[src/rtl/aq_axis_pkt_arb_pkg.sv]
// aq_axis_pkg: shared types and helpers for the packet arbiter.
//   aq_arb_state_t : arbiter FSM encoding (IDLE, XFER)
//   AQ_ARB_STAT_W  : width of the optional per-source packet counters
//   aq_clog2       : ceil(log2(v)), used to size source index fields
package aq_axis_pkg;

   typedef enum logic [0:0] {
      IDLE = 1'b0,
      XFER = 1'b1
   } aq_arb_state_t;

   localparam int unsigned AQ_ARB_STAT_W = 16;

   function automatic int unsigned aq_clog2(input int unsigned v);
      int unsigned r;
      r = 0;
      for (int unsigned i = 0; i < 32; i++) begin
         if ((64'd1 << i) < 64'(v)) r = i + 1;
      end
      return r;
   endfunction

endpackage

[src/rtl/aq_axis_pkt_arb_if.sv]
// aq_axis_pkt_arb_if: bundles the NUM_SRC AXI-Stream source ports and the
// FIFO write port that the packet arbiter sits between.
//   S_AXIS_TVALID/TREADY/TLAST : per-source handshake, one bit per source
//   S_AXIS_TDATA               : source i at [i*FIFO_WIDTH +: FIFO_WIDTH]
//   FIFO_WR_ENA/DATA/LAST      : write strobe, data and end-of-packet to FIFO
//   FIFO_WR_FULL/ALM_FULL      : FIFO status back to the arbiter
// modport master : arbiter view; modport slave : sources + FIFO view.
interface aq_axis_pkt_arb_if #(
   parameter int unsigned NUM_SRC    = 4,
   parameter int unsigned FIFO_WIDTH = 32
);
   logic [NUM_SRC-1:0]            S_AXIS_TVALID;
   logic [NUM_SRC-1:0]            S_AXIS_TREADY;
   logic [NUM_SRC-1:0]            S_AXIS_TLAST;
   logic [NUM_SRC*FIFO_WIDTH-1:0] S_AXIS_TDATA;
   logic                          FIFO_WR_ENA;
   logic [FIFO_WIDTH-1:0]         FIFO_WR_DATA;
   logic                          FIFO_WR_LAST;
   logic                          FIFO_WR_FULL;
   logic                          FIFO_WR_ALM_FULL;

   modport master (
      input  S_AXIS_TVALID, S_AXIS_TLAST, S_AXIS_TDATA,
      input  FIFO_WR_FULL, FIFO_WR_ALM_FULL,
      output S_AXIS_TREADY, FIFO_WR_ENA, FIFO_WR_DATA, FIFO_WR_LAST
   );

   modport slave (
      output S_AXIS_TVALID, S_AXIS_TLAST, S_AXIS_TDATA,
      output FIFO_WR_FULL, FIFO_WR_ALM_FULL,
      input  S_AXIS_TREADY, FIFO_WR_ENA, FIFO_WR_DATA, FIFO_WR_LAST
   );
endinterface

[src/rtl/aq_axis_pkt_arb_rr_pick.sv]
// aq_rr_pick: combinational round-robin selector.
//   req_i      : request vector, one bit per source
//   last_i     : index of the most recently granted source
//   pick_o     : one-hot winner, first requester searching from last_i+1
//   pick_idx_o : binary index of the winner
//   found_o    : at least one request present
module aq_rr_pick import aq_axis_pkg::*; #(
   parameter int unsigned NUM_SRC = 4,
   parameter int unsigned IDX_W   = aq_clog2(NUM_SRC)
) (
   input  logic [NUM_SRC-1:0] req_i,
   input  logic [IDX_W-1:0]   last_i,
   output logic [NUM_SRC-1:0] pick_o,
   output logic [IDX_W-1:0]   pick_idx_o,
   output logic               found_o
);

   int unsigned idx;

   always_comb begin
      pick_o     = '0;
      pick_idx_o = '0;
      found_o    = 1'b0;
      idx        = 0;
      for (int unsigned off = 1; off <= NUM_SRC; off++) begin
         idx = (32'(last_i) + off) % NUM_SRC;
         if (!found_o && req_i[idx]) begin
            found_o      = 1'b1;
            pick_o[idx]  = 1'b1;
            pick_idx_o   = IDX_W'(idx);
         end
      end
   end

endmodule

[src/rtl/aq_axis_pkt_arb.sv]
// aq_axis_pkt_arb: packet-level round-robin arbiter in front of a FIFO
// write port. A source is granted for a whole packet (first beat to TLAST)
// so packets never interleave; new grants are withheld while the FIFO is
// almost full, and beats in flight stall only on FIFO full.
//   CLK, RST_N    : single clock, asynchronous active-low reset
//   bus (master)  : source AXI-Stream ports and FIFO write port
//   GRANT         : one-hot current grant, zero when idle
//   BUSY          : a packet is in progress
//   STAT_PKT_CNT  : per-source 16-bit packet counters, only when the
//                   macro AQ_AXIS_ARB_STATS_EN is defined
module aq_axis_pkt_arb import aq_axis_pkg::*; #(
   parameter int unsigned NUM_SRC    = 4,
   parameter int unsigned FIFO_WIDTH = 32
) (
   input  logic                 CLK,
   input  logic                 RST_N,
   aq_axis_pkt_arb_if.master    bus,
   output logic [NUM_SRC-1:0]   GRANT,
   output logic                 BUSY
`ifdef AQ_AXIS_ARB_STATS_EN
   ,
   output logic [NUM_SRC*AQ_ARB_STAT_W-1:0] STAT_PKT_CNT
`endif
);

   localparam int unsigned IDX_W = aq_clog2(NUM_SRC);

   aq_arb_state_t      state_q, state_d;
   logic [NUM_SRC-1:0] grant_q, grant_d;
   // last_q doubles as the granted index while in XFER
   logic [IDX_W-1:0]   last_q, last_d;

   logic [NUM_SRC-1:0]    pick;
   logic [IDX_W-1:0]      pick_idx;
   logic                  found;

   logic                  sel_valid;
   logic                  sel_last;
   logic [FIFO_WIDTH-1:0] sel_data;

   logic [NUM_SRC-1:0]    tready;
   logic                  wr_ena;
   logic                  wr_last;
   logic [FIFO_WIDTH-1:0] wr_data;

   aq_rr_pick #(
      .NUM_SRC (NUM_SRC),
      .IDX_W   (IDX_W)
   ) u_pick (
      .req_i      (bus.S_AXIS_TVALID),
      .last_i     (last_q),
      .pick_o     (pick),
      .pick_idx_o (pick_idx),
      .found_o    (found)
   );

   // Source mux for the granted index
   always_comb begin
      sel_valid = 1'b0;
      sel_last  = 1'b0;
      sel_data  = '0;
      for (int unsigned i = 0; i < NUM_SRC; i++) begin
         if (last_q == IDX_W'(i)) begin
            sel_valid = bus.S_AXIS_TVALID[i];
            sel_last  = bus.S_AXIS_TLAST[i];
            sel_data  = bus.S_AXIS_TDATA[i*FIFO_WIDTH +: FIFO_WIDTH];
         end
      end
   end

   always_comb begin
      state_d = state_q;
      grant_d = grant_q;
      last_d  = last_q;
      tready  = '0;
      wr_ena  = 1'b0;
      wr_last = 1'b0;
      wr_data = '0;
      case (state_q)
         IDLE: begin
            if (found && !bus.FIFO_WR_ALM_FULL) begin
               grant_d = pick;
               last_d  = pick_idx;
               state_d = XFER;
            end
         end
         XFER: begin
            for (int unsigned i = 0; i < NUM_SRC; i++) begin
               tready[i] = (last_q == IDX_W'(i)) && !bus.FIFO_WR_FULL;
            end
            wr_ena  = sel_valid && !bus.FIFO_WR_FULL;
            wr_last = sel_last;
            wr_data = sel_data;
            if (wr_ena && sel_last) begin
               grant_d = '0;
               state_d = IDLE;
            end
         end
         default: state_d = IDLE;
      endcase
   end

   always_ff @(posedge CLK or negedge RST_N) begin
      if (!RST_N) begin
         state_q <= IDLE;
         grant_q <= '0;
         last_q  <= IDX_W'(NUM_SRC - 1);
      end else begin
         state_q <= state_d;
         grant_q <= grant_d;
         last_q  <= last_d;
      end
   end

   assign bus.S_AXIS_TREADY = tready;
   assign bus.FIFO_WR_ENA   = wr_ena;
   assign bus.FIFO_WR_LAST  = wr_last;
   assign bus.FIFO_WR_DATA  = wr_data;
   assign GRANT             = grant_q;
   assign BUSY              = (state_q == XFER);

`ifdef AQ_AXIS_ARB_STATS_EN
   logic [AQ_ARB_STAT_W-1:0] cnt_q [NUM_SRC];

   always_ff @(posedge CLK or negedge RST_N) begin
      if (!RST_N) begin
         for (int unsigned i = 0; i < NUM_SRC; i++) cnt_q[i] <= '0;
      end else begin
         for (int unsigned i = 0; i < NUM_SRC; i++) begin
            if (wr_ena && sel_last && (last_q == IDX_W'(i)))
               cnt_q[i] <= cnt_q[i] + 1'b1;
         end
      end
   end

   for (genvar g = 0; g < NUM_SRC; g++) begin : g_stat
      assign STAT_PKT_CNT[g*AQ_ARB_STAT_W +: AQ_ARB_STAT_W] = cnt_q[g];
   end
`endif

endmodule

[src/flat_wrapper.sv]
// flat-port wrapper written by rule: the top's interface ports become plain ports
module aq_axis_pkt_arb_flat import aq_axis_pkg::*;
#(
   parameter int unsigned NUM_SRC    = 4,
   parameter int unsigned FIFO_WIDTH = 32
)
  (CLK, RST_N, GRANT, BUSY, bus_S_AXIS_TVALID, bus_S_AXIS_TLAST, bus_S_AXIS_TDATA, bus_FIFO_WR_FULL, bus_FIFO_WR_ALM_FULL, bus_S_AXIS_TREADY, bus_FIFO_WR_ENA, bus_FIFO_WR_DATA, bus_FIFO_WR_LAST);
  aq_axis_pkt_arb_if #(.NUM_SRC(NUM_SRC), .FIFO_WIDTH(FIFO_WIDTH)) bus_i ();
  input  logic CLK;
  input  logic RST_N;
  output logic [NUM_SRC-1:0] GRANT;
  output logic BUSY;
  input wire logic [$bits(bus_i.S_AXIS_TVALID)-1:0] bus_S_AXIS_TVALID;
  input wire logic [$bits(bus_i.S_AXIS_TLAST)-1:0] bus_S_AXIS_TLAST;
  input wire logic [$bits(bus_i.S_AXIS_TDATA)-1:0] bus_S_AXIS_TDATA;
  input wire logic [$bits(bus_i.FIFO_WR_FULL)-1:0] bus_FIFO_WR_FULL;
  input wire logic [$bits(bus_i.FIFO_WR_ALM_FULL)-1:0] bus_FIFO_WR_ALM_FULL;
  output wire logic [$bits(bus_i.S_AXIS_TREADY)-1:0] bus_S_AXIS_TREADY;
  output wire logic [$bits(bus_i.FIFO_WR_ENA)-1:0] bus_FIFO_WR_ENA;
  output wire logic [$bits(bus_i.FIFO_WR_DATA)-1:0] bus_FIFO_WR_DATA;
  output wire logic [$bits(bus_i.FIFO_WR_LAST)-1:0] bus_FIFO_WR_LAST;
  assign bus_i.S_AXIS_TVALID = bus_S_AXIS_TVALID;
  assign bus_i.S_AXIS_TLAST = bus_S_AXIS_TLAST;
  assign bus_i.S_AXIS_TDATA = bus_S_AXIS_TDATA;
  assign bus_i.FIFO_WR_FULL = bus_FIFO_WR_FULL;
  assign bus_i.FIFO_WR_ALM_FULL = bus_FIFO_WR_ALM_FULL;
  assign bus_S_AXIS_TREADY = bus_i.S_AXIS_TREADY;
  assign bus_FIFO_WR_ENA = bus_i.FIFO_WR_ENA;
  assign bus_FIFO_WR_DATA = bus_i.FIFO_WR_DATA;
  assign bus_FIFO_WR_LAST = bus_i.FIFO_WR_LAST;
  aq_axis_pkt_arb #(.NUM_SRC(NUM_SRC), .FIFO_WIDTH(FIFO_WIDTH)) u_core (.CLK(CLK), .RST_N(RST_N), .bus(bus_i), .GRANT(GRANT), .BUSY(BUSY));
endmodule
[config.mk]
export PLATFORM = sky130hd
export DESIGN_NAME = aq_axis_pkt_arb_flat
export DESIGN_NICKNAME = d
export VERILOG_FILES = /design/src/rtl/aq_axis_pkt_arb_pkg.sv /design/src/rtl/aq_axis_pkt_arb_if.sv /design/src/rtl/aq_axis_pkt_arb_rr_pick.sv /design/src/rtl/aq_axis_pkt_arb.sv /design/src/flat_wrapper.sv
export SDC_FILE = /design/constraint.sdc
export NUM_CORES = 1
export LEC_CHECK = 0
export CORE_UTILIZATION = 34
export CTS_CLUSTER_DIAMETER = 30
export DETAILED_ROUTE_END_ITERATION = 6
export GPL_TIMING_DRIVEN = 0
export PLACE_DENSITY = 0.88
export SYNTH_ARGS = -nofsm -noshare
export SYNTH_HDL_FRONTEND = slang
export SYNTH_SLANG_ARGS = --single-unit
[constraint.sdc]
create_clock -name CLK -period 3.7 [get_ports CLK]
set_clock_uncertainty 0.15 [all_clocks]
set_input_delay 0.74 -clock CLK [delete_from_list [all_inputs] [get_ports CLK]]
set_output_delay 0.74 -clock CLK [all_outputs]
set_load 0.03 [all_outputs]
Yosys cells after proc, flatten, opt, wreduce, memory -nomap -nowiden:

Cells that the tools add are included.

* $add $sub $neg: 4
* bitwise operators: 4
* equal/unequal tests: 5
* $lt $le $gt $ge: 8
* multiplexer cells: 50
* reductions and logical operators: 22

Operators with widths (count)
* 2-to-1 mux 32 bit: 5
* 2-to-1 mux 4 bit: 7
* 2-to-1 mux 1 bit: 24
* logical AND 1 bit: 14
* less-than comparator 2 x 3 -> 1 bit (second input constant): 4
* bitwise OR 4 bit: 3
* binary-select mux 1 bit (select 2 bit): 4
* demux 1 bit (select 2 bit): 4
* greater-or-equal comparator 2 x 1 -> 1 bit (second input constant): 4
* 2-to-1 mux 2 bit: 4
* case mux 4 bit (2 select lines): 1
* zero test 1 bit: 5
* adder 2 x 1 -> 2 bit (second input constant): 2
* adder 2 bit (second input constant): 2
* == test 2 bit (second input constant): 2
* AND reduction 2 bit: 2
* == test 2 x 1 -> 1 bit (second input constant): 1
* zero test 2 bit: 1
* inequality test 2 x 1 -> 1 bit (second input constant): 1
* inequality test 2 bit (second input constant): 1
* case mux 1 bit (2 select lines): 1
* NOT 1 bit: 1

* output and inout port bits: 43
* bits in registers: 7
* word-level logic and storage cells: 96

Depth between registers and ports, before layout:

* depth after elaboration: 16
* depth in mapped cells: 10

Cells and area by module:

Synthesis repeated with hierarchy kept, for this count alone.

* cell total of the unflattened synthesis: 197
* area, all modules: 2019.4 sq um

Modules (own cells, without submodules)
* aq_axis_pkt_arb: cells an instance 111, instances 1, area an instance 1390.1 sq um
* aq_rr_pick: cells an instance 86, instances 1, area an instance 629.4 sq um

Worst setup path after synthesis:

OpenSTA, ideal clock, no wires.

* kind: register to output
* start: register u_core.last_q[1]
* end: output port bus_FIFO_WR_DATA[23]
* stages on the path, launching flop included: 11
* slack: 0.421 ns
* path buffers: 3
* arrival time: 2.389 ns
* required time: 2.810 ns
* cells stage by stage: dfstp_2 clkbuf_1 inv_1 ha_1 clkbuf_1 clkbuf_1 nand3b_1 a21oi_1 a21oi_1 o21ai_0 and2_1

* word-level cells in the longest chain between the ends: 6
* elaborated cells on any way between the ends: 9

Ends and longest elaborated chain
* from (decl): RTL line aq_axis_pkt_arb.sv:31 `logic [IDX_W-1:0] last_q, last_d;`
* from (signal assigned): RTL line aq_axis_pkt_arb.sv:107 `last_q <= IDX_W'(NUM_SRC - 1);`
* from (signal assigned): RTL line aq_axis_pkt_arb.sv:111 `last_q <= last_d;`
* zero test 2 bit: RTL line aq_axis_pkt_arb.sv:63 `if (last_q == IDX_W'(i)) begin`
* 2-to-1 mux 32 bit (3 in a row): RTL line aq_axis_pkt_arb.sv:63
* 2-to-1 mux 32 bit (*): RTL line aq_axis_pkt_arb.sv:63
* 2-to-1 mux 32 bit (*): RTL line aq_axis_pkt_arb.sv:79 `case (state_q)`
* to (decl): RTL line flat_wrapper.sv:20 `output wire logic [$bits(bus_i.FIFO_WR_DATA)-1:0] bus_FIFO_WR_DATA;`

Mark *: on every way between the ends. The rest lies on a longest branch, timed or not.

Final worst setup path:

* start: register u_core.last_q[1]
* end: output port bus_FIFO_WR_DATA[8]

The elaborated chain is that of the path after synthesis.

==> results.env <==
CPMAXSTAGEDELAYCELL='sky130_fd_sc_hd__dfstp_2'
FINAL_CRITICAL_PATH_SETUP_SLACK_NS=0.156
POST_ROUTE_CELLS_DRIVE_ABOVE_1_SHARE_PCT=13.2
HP-START='u_core.GRANT[0]'
FLOORPLAN.CORE_AREA_UM2=6390
CTS_HTREE_LEVELS=1
SYNTH_FLOP_CELL='sky130_fd_sc_hd__dfrtp_1'
GRT_OVERFLOW=0
TOP_LEVEL_PORTS=183
CRIT_CHAIN='buf_6 -> inv_1 -> ha_1 -> buf_2 -> clkbuf_4 -> nand3b_1 -> a21oi_1 -> a21oi_1 -> o21ai_0 -> and2_1 -> dlygate4sd2_1'
SYNTH_CELLS=368
LAYOUT.FILLER_CELLS=543
DISTINCT_CELLS_SYNTH=39
GRT.BUSIEST_LAYER='met2'
FINAL-HOLD-VIOLATION-COUNT=0
GRT_SETUP_UNREPAIRED='no'
SYNTH_TOP_AREA_SHARE_PCT=14.5
WORST_EP_ARRIVAL_TIME_NS=2.65
GLOBALROUTEMET3UTIL_PCT=5.93
NUMCLOCKSINKS=7
DRT-PASS1-ITER-COUNT=4
GP_ROUTABILITY_CONGESTION=0.900
CP_TOP_FAMILY='buffers and inverters'
SYN-CELL-AREA_UM2=2270
CLKTRANSATPATHREGS_NS=0.04
CP_DATA_REQUIRED_TIME_NS=2.81
HOLDCRITPATHCLASS='reg2reg'
NUMPORTBUFFERS=182
ROUTE.ANTENNA.REMAINING_NETS=0
CPPEAKSTAGEDELAY_NS=0.62
CTS.HOLD.BUFFERS_ADDED=0
FINAL_REPORT_SETUP_VIOLATION_COUNT=0
SYN2LAYOUT_AREA_GROWTH_PCT=87.6
CLOCK_INSERTION_DELAY_AT_THE_LATER_PIN_OF_THE_SKEW_REPORT_NS=0.23
SYNTH_AREA_PER_CELL_UM2=6.17
GRT_ANTENNA_BEFORE_REPAIR=0
PATH_COMMON_CELL='sky130_fd_sc_hd__a21oi_1'
CRIT-REG2REG-LAUNCH='u_core.last_q[1]'
CTS_TREE='done'
DRT_DRC_VIOLATIONS_LEFT=0
POWER_DENSITY_nW_PER_UM2=792
DETAILEDPLACEMENTHPWL_UM=8140
WORST_SLEW_MARGIN_RELATIVE_TO_ITS_LIMIT_PCT=63.2
MAXIMUM_NUMBER_OF_PINS_ON_ONE_NET_BEFORE_GLOBAL_ROUTE_REPAIR=12
STATUS='finished, final reports clean'
CRITICAL_PATH_BUF_INV_COUNT=5
MULTI_INPUT_COMB_AREA_UM2=1940
FINAL_NETS=703
GRT_UTIL_MET1_PCT=32.7
MAXSLEWVIOLCOUNT=0
ROUTE.DETAILED.WL_PER_INST_UM=16.0
CTSROOTBUFFERMASTER='sky130_fd_sc_hd__clkbuf_8'
YOSYS_WARNS=0
ANTENNA_CELLS_INSERTED=0
PRE_CTS_SLACK_NS=-0.622
FINAL.PERIOD_UTILIZATION_PCT=95.8
DETAILROUTE.VIA_COUNT=3418
GROUTE.LAYER.MET2.USAGE_PCT=51.4
FIN_HOLD_WS_NS=0.395
ROUTE.FINAL.WIRE_LENGTH_UM=10100
CLOCK_TREE.BUFFER_DEPTH=2
CP-END-KIND='output port'
SEQ_AREA_UM2=178
FMAXACHIEVABLE_GHz=0.282
SYN-NUM-NETS=516
GRT_PASS1_WL_UM=16200
NETLIST_TOP_CELLS_AREA='sky130_fd_sc_hd__a21oi_1 (15%), sky130_fd_sc_hd__nand2_1 (12%), sky130_fd_sc_hd__nand3b_1 (11%)'
NUMBER_OF_ENABLE_FLIP_FLOP_CELLS_AFTER_SYNTHESIS=0
START_KIND='flop'
GRT_USAGE_PCT=27.8
DIE_H_UM=83.8
SYNTH_LARGEST_AREA_CELL='sky130_fd_sc_hd__a21oi_1'
LEAKAGE_nW=1.65
PERIOD_MINUS_SLACK_NS=3.54
WORST_PIN_SLEW_NS=0.541
IR_DROP_mV=0.501
YS_SEQ_ELEMENTS=7
SETUP.WORST_PATH.CLASS='reg2out'
SYNTH_SEQUENTIAL_AREA_RATIO_PCT=7.82
SETUP.WORST_PATH.START='u_core.last_q[1]'
SYNTH_ASYNC_SR_FLOP_SHARE_PCT=100
FLOORPLAN.DIE.WIDTH_UM=83.8
DRT-INITIAL-DRC-COUNT=202
DRT-VIAS-PER-INSTANCE=5.42
NUM_ROWS=29
WORSTPATHMAXFANOUT=10
CTS_MADE_BUFFERS=3
DIEAREA_UM2=7010
VIA_COUNT_OF_THE_FIRST_GLOBAL_ROUTING_PASS=3382
INITIAL_STANDARD_CELL_UTILIZATION_OF_THE_CORE_PCT=35.6
TIMING.MAX_CAP.VIOLATIONS=0
==> routing by layer <==
layer | vias up | routed length (um)
li1 | 1663 | -
met1 | 1570 | 3950
met2 | 169 | 5070
met3 | 16 | 912
met4 | 0 | 182
met5 | - | 0
==> layout make-up <==
| class | count | area share, % |
|---|---|---|
| Buffer | 34 | 4.20 |
| Clock buffer | 4 | 1.06 |
| Inverter | 5 | 0.440 |
| Tap cell | 77 | 2.26 |
| Sequential cell | 7 | 4.17 |
| Timing Repair Buffer | 184 | 42.4 |
| Multi-Input combinational cell | 320 | 45.5 |
==> cells by family (layout without fill, tap and decap cells) <==
kind of cell | count (synthesis) | count (layout) | synth area share [%]
AO/OA/AOI/OAI | 130 | 130 | 33.3
XOR/XNOR | 1 | 1 | 0.386
adder cells (fa/ha/maj) | 8 | 8 | 4.41
buffers and inverters | 41 | 227 | 7.49
flip-flops | 7 | 7 | 7.82
multiplexers | 11 | 11 | 6.44
AND/OR/NAND/NOR | 170 | 170 | 40.1
==> repair_timing <==
item                                    4_1_cts  5_1_grt
resized for setup                           100       37
buffers inserted                              0        2
endpoints found under the setup margin       37       35
endpoints found under the hold margin         0        0
==> registers in the layout, indices dropped and copies added, names as in the netlist <==
signal	cells
u_core.BUSY	1
u_core.last_q	2
u_core.GRANT	4
==> metrics by stage <==
stage	util, %	cells	power [mW]	TNS, ns	instance area, um^2
floorplan	-	368	2.22	0	2270
global placement	65.6	627	3.26	-16.92	4190
detailed placement	65.6	627	3.31	-17.94	4190
CTS	66.8	629	3.35	0	4270
global route	66.7	631	3.64	0	4260
finish	66.7	631	3.38	0	4260
==> tightest hold or removal path, stage by stage, from the launching register on <==
cell and delay [ns]:
sky130_fd_sc_hd__dfrtp_1 0.34, sky130_fd_sc_hd__o211ai_1 0.09, sky130_fd_sc_hd__o21ai_1 0.07
==> cells in the mapped netlist, types with 5 or more instances <==
cell and n:
sky130_fd_sc_hd__a21oi_1 66, sky130_fd_sc_hd__and2_1 36, sky130_fd_sc_hd__buf_1 6, sky130_fd_sc_hd__clkbuf_1 27, sky130_fd_sc_hd__dfrtp_1 5, sky130_fd_sc_hd__ha_1 8, sky130_fd_sc_hd__nand2_1 75, sky130_fd_sc_hd__nand2b_1 5
sky130_fd_sc_hd__nand3b_1 32, sky130_fd_sc_hd__nor2b_1 6, sky130_fd_sc_hd__nor3b_1 5, sky130_fd_sc_hd__o21ai_0 36, sky130_fd_sc_hd__o21ai_1 5
==> path summary, 6_finish.rpt <==
| path | slack, ns | cells past startpoint | to |
|---|---|---|---|
| worst max-delay path | 0.16 | 11 | bus_FIFO_WR_DATA[8] |
| worst min-delay path | 0.40 | 2 | u_core.GRANT[0] |
| worst max register to register | 0.53 | 8 | u_core.GRANT[3] |
| worst min register to register | 0.40 | 2 | u_core.GRANT[0] |
| max in group asynchronous | 2.51 | 1 | u_core.last_q[1] |
| min in group asynchronous | 0.61 | 1 | u_core.GRANT[0] |
==> report_power, final <==
group,switching (mW),leakage (nW),internal [mW]
Clock,0.0334,0.0228,0.0745
Sequential,0.0400,0.0835,0.119
Combinational,1.83,1.54,1.28
Total,1.91,1.65,1.47
==> layout by cell type (no fill, tap or decap), types with 3 or more instances in the layout <==
cell,n
sky130_fd_sc_hd__nand2_1,75
sky130_fd_sc_hd__o21ai_0,35
sky130_fd_sc_hd__o211ai_1,4
sky130_fd_sc_hd__mux2i_1,4
sky130_fd_sc_hd__a21oi_1,66
sky130_fd_sc_hd__o21ai_1,6
sky130_fd_sc_hd__buf_2,7
sky130_fd_sc_hd__clkbuf_8,3
sky130_fd_sc_hd__buf_6,3
sky130_fd_sc_hd__a2111oi_1,3
sky130_fd_sc_hd__nor2b_1,6
sky130_fd_sc_hd__a2bb2oi_1,4
sky130_fd_sc_hd__o22ai_1,4
sky130_fd_sc_hd__clkdlybuf4s15_2,19
sky130_fd_sc_hd__inv_1,4
sky130_fd_sc_hd__clkbuf_2,24
sky130_fd_sc_hd__nand2b_1,5
sky130_fd_sc_hd__nor2_1,4
sky130_fd_sc_hd__nor3b_1,5
sky130_fd_sc_hd__dfrtp_1,5
sky130_fd_sc_hd__clkdlybuf4s50_1,147
sky130_fd_sc_hd__ha_1,6
sky130_fd_sc_hd__nand3b_1,32
sky130_fd_sc_hd__a211oi_1,3
sky130_fd_sc_hd__and2_1,36
sky130_fd_sc_hd__clkbuf_1,10
sky130_fd_sc_hd__and3_1,4
(Power assumes the default switching activity.)
